File: src/rtl/mem_arbiter.sv
// Two-port memory arbiter: processor (0) and host/loader (1) share one memory port.
// Fair alternation on ties, optional bus locking bounded by LOCK_MAX, one-cycle read return.
module mem_arbiter #(
  parameter int DATA_WIDTH = 32,
  parameter int ADDR_WIDTH = 8,
  parameter int LOCK_MAX   = 16
) (
  input  logic                  clk,
  input  logic                  rst,

  input  logic                  req0,
  input  logic                  wr0,
  input  logic                  lock0,
  input  logic [ADDR_WIDTH-1:0] addr0,
  input  logic [DATA_WIDTH-1:0] wdata0,
  output logic                  gnt0,
  output logic                  rvalid0,
  output logic [DATA_WIDTH-1:0] rdata0,

  input  logic                  req1,
  input  logic                  wr1,
  input  logic                  lock1,
  input  logic [ADDR_WIDTH-1:0] addr1,
  input  logic [DATA_WIDTH-1:0] wdata1,
  output logic                  gnt1,
  output logic                  rvalid1,
  output logic [DATA_WIDTH-1:0] rdata1,

  output logic                  mem_wr,
  output logic [ADDR_WIDTH-1:0] mem_addr,
  output logic [DATA_WIDTH-1:0] mem_data_out,
  input  logic [DATA_WIDTH-1:0] mem_data_in
);

  localparam int CNT_W = $clog2(LOCK_MAX + 1);
  localparam logic [CNT_W-1:0] CNT_MAX = CNT_W'(LOCK_MAX);
  localparam logic [CNT_W-1:0] CNT_ONE = CNT_W'(1);

  localparam logic [1:0] IDLE = 2'd0;
  localparam logic [1:0] OWN0 = 2'd1;
  localparam logic [1:0] OWN1 = 2'd2;

  logic [1:0]       state_q, state_d;
  logic             lg_q, lg_d;
  logic [CNT_W-1:0] cnt_q, cnt_d;
  logic             rd_pend0_q, rd_pend0_d;
  logic             rd_pend1_q, rd_pend1_d;

  logic             gnt0_c, gnt1_c;
  logic             own_idx, own_req, own_lock, oth_req;
  logic [CNT_W-1:0] cnt_inc;

  // Grant decision: combinational, suppressed entirely while in reset
  always_comb begin
    gnt0_c = 1'b0;
    gnt1_c = 1'b0;
    if (!rst) begin
      case (state_q)
        IDLE: begin
          if (req0 && req1) begin
            gnt0_c = lg_q;
            gnt1_c = ~lg_q;
          end else begin
            gnt0_c = req0;
            gnt1_c = req1;
          end
        end
        OWN0:    gnt0_c = req0;
        OWN1:    gnt1_c = req1;
        default: ;
      endcase
    end
  end

  always_comb begin
    own_idx  = (state_q == OWN1);
    own_req  = own_idx ? req1  : req0;
    own_lock = own_idx ? lock1 : lock0;
    oth_req  = own_idx ? req0  : req1;
    cnt_inc  = (cnt_q == CNT_MAX) ? CNT_MAX : cnt_q + CNT_ONE;
  end

  // Ownership FSM and lock counter
  always_comb begin
    state_d = state_q;
    lg_d    = lg_q;
    cnt_d   = cnt_q;
    case (state_q)
      IDLE: begin
        cnt_d = '0;
        if (gnt0_c) begin
          lg_d = 1'b0;
          if (lock0) begin
            state_d = OWN0;
            cnt_d   = CNT_ONE;
          end
        end else if (gnt1_c) begin
          lg_d = 1'b1;
          if (lock1) begin
            state_d = OWN1;
            cnt_d   = CNT_ONE;
          end
        end
      end
      OWN0, OWN1: begin
        if (!own_req) begin
          state_d = IDLE;
          cnt_d   = '0;
        end else begin
          lg_d = own_idx;
          if (!own_lock) begin
            state_d = IDLE;
            cnt_d   = '0;
          end else begin
            cnt_d = cnt_inc;
            // Owner has had its full share and the other side is waiting: hand over.
            if (cnt_inc == CNT_MAX && oth_req) begin
              state_d = IDLE;
              cnt_d   = '0;
            end
          end
        end
      end
      default: begin
        state_d = IDLE;
        cnt_d   = '0;
      end
    endcase
  end

  always_comb begin
    rd_pend0_d = gnt0_c & ~wr0;
    rd_pend1_d = gnt1_c & ~wr1;
  end

  always_ff @(posedge clk) begin
    if (rst) begin
      state_q    <= IDLE;
      lg_q       <= 1'b1;
      cnt_q      <= '0;
      rd_pend0_q <= 1'b0;
      rd_pend1_q <= 1'b0;
    end else begin
      state_q    <= state_d;
      lg_q       <= lg_d;
      cnt_q      <= cnt_d;
      rd_pend0_q <= rd_pend0_d;
      rd_pend1_q <= rd_pend1_d;
    end
  end

  // Memory-side mux: zeros when idle so the bus is quiet without a grant
  always_comb begin
    mem_wr       = 1'b0;
    mem_addr     = '0;
    mem_data_out = '0;
    if (gnt0_c) begin
      mem_wr       = wr0;
      mem_addr     = addr0;
      mem_data_out = wdata0;
    end else if (gnt1_c) begin
      mem_wr       = wr1;
      mem_addr     = addr1;
      mem_data_out = wdata1;
    end
  end

  // Read return stage: a read pending across a reset edge is dropped
  always_comb begin
    gnt0    = gnt0_c;
    gnt1    = gnt1_c;
    rvalid0 = rd_pend0_q & ~rst;
    rvalid1 = rd_pend1_q & ~rst;
    rdata0  = rvalid0 ? mem_data_in : '0;
    rdata1  = rvalid1 ? mem_data_in : '0;
  end

endmodule
File: config.mk
export PLATFORM = sky130hd
export DESIGN_NAME = mem_arbiter
export DESIGN_NICKNAME = d
export VERILOG_FILES = /design/src/rtl/mem_arbiter.sv
export SDC_FILE = /design/constraint.sdc
export NUM_CORES = 1
export LEC_CHECK = 0
export CORE_AREA = 2 2 88 90
export CTS_BUF_LIST = sky130_fd_sc_hd__clkbuf_4
export DETAILED_ROUTE_END_ITERATION = 8
export DIE_AREA = 0 0 90 92
export GPL_ROUTABILITY_DRIVEN = 1
export PLACE_DENSITY = 0.74
export SLEW_MARGIN = 0
export SYNTH_ARGS = -nofsm -noshare
export SYNTH_HDL_FRONTEND = slang
export SYNTH_SLANG_ARGS = --single-unit
File: constraint.sdc
create_clock -name clk -period 6.2 [get_ports clk]
set_input_delay 1.55 -clock clk [delete_from_list [all_inputs] [get_ports clk]]
set_output_delay 1.55 -clock clk [all_outputs]
set_load 0.005 [all_outputs]
# After elaboration in Yosys (flattened, before gate mapping)
# Index checks and enable logic that the tools add are counted.
[word_totals] reg_bits=10 in_bits=120 out_inout_bits=109 word_cells=68
[classes] n_addsub=1 n_eq_ne=9 n_mux=38 bitwise=8 n_reduce_logical=7
[ops] op="$mux 32" count=4
[ops] op="$mux 5" count=5
[ops] op="$mux 8" count=2
[ops] op="$mux 1" count=15
[ops] op="$mux 2" count=7
[ops] op="$eq 5x5->1 const B" count=2
[ops] op="$pmux 5 s2" count=1
[ops] op="$ne 3x3->1 const B" count=3
[ops] op="$pmux 1 s2" count=3
[ops] op="$add 5x1->5 const B" count=1
[ops] op="$and 1x1->1" count=4
[ops] op="$ne 4x4->1 const B" count=1
[ops] op="$not 1->1" count=4
[ops] op="$pmux 2 s2" count=1
[ops] op="$reduce_and 4->1" count=1
[ops] op="$reduce_and 3->1" count=1
[ops] op="$eq 2x1->1 const B" count=1
[ops] op="$eq 2x2->1 const B" count=1
[ops] op="$logic_and 1x1->1" count=2
[ops] op="$logic_not 2->1" count=1
[ops] op="$ne 2x2->1 const B" count=1
[ops] op="$reduce_bool 2->1" count=1
[ops] op="$reduce_or 2->1" count=1

# Longest topological paths before layout
[logic_depth] word_depth=8 depth_mapped=9 ltp_nobuf=8

# Least setup slack after synthesis
# OpenSTA, ideal clock, no wires.
[synth_path] kind="in2out" startpoint="input rst" endpoint="output mem_addr[0]" t_arrival_ps=2815 t_required_ps=4650 slack_ps=1835 path_stages=8 n_path_buf=3 cell_sequence="buf_6 nand2b_4 or3_1 buf_2 inv_2 nor2_1 buf_2 a22o_1"
[synth_via] elab_chain_cells=3 elab_cells_between_ends=4 cone_classes="mux (4)"
[synth_lines] element="start: declaration" line="9" source="input logic rst,"
[synth_lines] element="$mux 1" line="57" source="if (!rst) begin"
[synth_lines] element="$mux 8" line="161" source="end else if (gnt1_c) begin"
[synth_lines] element="$mux 8 *" line="157" source="if (gnt0_c) begin"
[synth_lines] element="end: declaration" line="30" source="output logic [ADDR_WIDTH-1:0] mem_addr,"
# Every way passes the cells marked *; elsewhere a longest branch is shown, timed or not.

# Worst setup path after layout
[layout_path] startpoint="input rst" endpoint="output mem_data_out[29]"
[layout_via] elab_chain_cells=3 elab_cells_between_ends=4 cone_classes="mux (4)"
[layout_lines] element="$mux 1" line="57"
[layout_lines] element="$mux 32" line="161"
[layout_lines] element="$mux 32 *" line="157"
[layout_lines] element="end: declaration" line="31" source="output logic [DATA_WIDTH-1:0] mem_data_out,"
# Marks and branches as above.

==> run metrics <==
status finished, final reports clean; sw frac 0.330; Rel. slew slack 0.602; grt ovf 0; first-pass GRT wire length 11700 um; Die Wd 90 um; synth top area cells and2_1 27%, a22o_1 24%, dfxtp_1 13%; Hold Crit Depth 1; Synth Area in Simple Gates 0.392; critical path depth 8; Post-Syn Nets 324; # DRC 0; placed instance count 517; GRT Total Usage 0.176; CP arrival 4.04 ns; clock power share 0.088; Top FF cell, synth dfxtp_1; CTS Hold Buffers Added 0; largest family of logic cells by synthesized area simple AND/OR/NAND/NOR gates; Root Buffer clkbuf_4; post-synthesis adder-cell area fraction 0.0501; delay-heaviest family, CP buffers and inverters; max-slew violation count 0; worst-margin pin slew 0.589 ns; max-cap violations 0; Crit path top cell by count clkdlybuf4s50_1; nature of the critical path endpoint output pin; #FFs+latches synth 10; worst hold path class flop to flop; Distinct cells, synth 35; initial core utilization 0.201; Logic pwr share 0.759; P&R area growth vs syn 160%; Finished Layout Cells 522; # Post-CTS Setup Buffers 0; initial DRC count 75; worst reg2reg path depth 7; routed len/inst 14.7 um; compound-gate portion of the synthesized area 0.317; Synth Cell Area 1500 um^2; hpwl dp 6500 um; leakage power 1.49 nW; leading cell type in the layout, fill and taps excluded clkdlybuf4s50_1; port bufs 228; Synth Area in XOR/XNOR 0.0117; worst skew pair latency 0.26 ns; die area 8280 um^2; worst vdd ir 92.9 uV; crit start category input pin; Post-CTS Resized 0; total wire length 7660 um; drt first pass iters 4; Hold Vio Cnt, Final 0; leading area contributor after synthesis and2_1; layout cell share with drive strength beyond 1 0.0286; internal power 0.000350 W; Worst-path clk slew 0.06 ns; TritonCTS buffer count 3; Period minus WS final 5.59 ns; switching power 0.000172 W; CP Buf/Inv Count 4; slowest stage delay, CP 0.61 ns; Async SR Flop Fraction 0; commonest cells after routing, fill and taps aside 228 x clkdlybuf4s50_1, 64 x and2_1, 41 x a22o_1, 10 x dfxtp_1, 8 x inv_1; Core Region 7450 um^2; Vias 2344; register area share after synthesis 0.134; Max Buffers Root-to-Sink 2; FP Rows 32; multiplexer share of the synthesized area 0.0209; crit path kind input pin to output pin; post-synthesis cell count 198; worst clock skew 0.000238 ns; fmax 0.179 GHz; number of global-route vias before repair 2308; total of warnings raised by yosys 0; initial antenna violation count 1; Post-DRT Antenna Nets 0; RePlAce Congestion 0.766; clk sinks 10; critical-path cell list clkdlybuf4s50_1 -> nand2b_4 -> or3_1 -> inv_2 -> nor2_2 -> buf_4 -> a22o_1 -> clkdlybuf4s50_1; final net count 546; Synth top area share 0.267; RSZ-0062 raised after global routing false; power per cell area 134 nW/um^2; period utilization 0.902; EDFF count, synth 0; Syn Area/Cell 7.56 um^2; num ports 229; slowest CP cell clkdlybuf4s50_1; endpoints failing setup 0; final setup TNS 0 ns; CTS tree yes; Die Y 92 um; largest net degree at the start of global routing 42; crit-path max FO 41; Seq pwr share 0.153; H-tree depth 1; drt via density 4.49; worst path required time 4.65 ns
## worst reg2reg max path, stage by stage, from the launching register on
cell and delay (ns):
dfxtp_1 0.36, inv_1 0.08, ha_1 0.28, mux2i_1 0.15
a211o_1 0.25, o41ai_1 0.50, o21a_1 0.23, o32ai_1 0.08
## stage by stage
step           hold WS (ns)  instance area, um^2  setup slack (ns)  utilization  power [W]
2_1_floorplan         0.488                 1500              1.83            -   0.000246
3_3_place_gp          0.518                 3870             0.618        0.519   0.000476
3_5_place_dp          0.526                 3870             0.614        0.519   0.000477
4_1_cts               0.539                 3890             0.600        0.523   0.000528
5_1_grt               0.563                 3900             0.467        0.523   0.000564
6_report              0.534                 3900             0.606        0.523   0.000521
## final cells by class
| type | count | area, um^2 |
|---|---|---|
| Multi-Input combinational cell | 163 | 1190 |
| Antenna cell | 1 | 2.50 |
| Timing Repair Buffer | 233 | 2320 |
| Fill cell | 710 | 3550 |
| Clock buffer | 3 | 22.5 |
| Clock inverter | 1 | 3.75 |
| Sequential cell | 10 | 200 |
| Tap cell | 102 | 128 |
| Inverter | 9 | 33.8 |
## path summary, 6_finish.rpt
check        slack (ns)                 endpoint                     from
max                0.61         mem_data_out[29]                      rst
min                0.53      cnt_q[0]$_SDFF_PP0_      cnt_q[0]$_SDFF_PP0_
max reg2reg        4.14  state_q[0]$_SDFFE_PP0P_  state_q[0]$_SDFFE_PP0P_
min reg2reg        0.53      cnt_q[0]$_SDFF_PP0_      cnt_q[0]$_SDFF_PP0_
## kinds of logic (layout without fill, tap and decap cells)
| family | after synthesis | in the layout |
|---|---|---|
| AOI/OAI and AO/OA | 56 | 56 |
| xor gates and xnor gates | 2 | 2 |
| adders and majority gates | 6 | 6 |
| buffers and inverters | 25 | 246 |
| DFF | 10 | 10 |
| muxes | 3 | 3 |
| other | 0 | 1 |
| and+or+nand+nor | 96 | 96 |
## power groups by stage
stage / registers, W / clock network [W] / logic, W
detailed placement: 0.0000809 / 0 / 0.000396
global placement: 0.0000806 / 0 / 0.000396
CTS: 0.0000795 / 0.0000486 / 0.000400
global route: 0.0000812 / 0.0000522 / 0.000430
floorplan: 0.0000793 / 0 / 0.000167
finish: 0.0000796 / 0.0000459 / 0.000396
## flip-flops by register name, indices dropped and copies added, names as in the netlist
name        flops
lg_q            1
cnt_q           5
rd_pend0_q      1
state_q         2
rd_pend1_q      1
## cells in the mapped netlist (3+ instances only)
library cell / n
a22o_1: 41
clkbuf_1: 6
nor2_1: 6
and2_1: 64
buf_2: 9
inv_1: 8
nor2b_1: 6
ha_1: 6
a21boi_0: 3
dfxtp_1: 10
nand3_1: 5
nor3_1: 3
## routing by layer
layer | routed length [um] | track usage
met1 | 2910 | 0.184
met2 | 3890 | 0.335
met3 | 722 | 0.0542
met4 | 131 | 0.0590
met5 | 0 | 0
(Power assumes the default switching activity.)
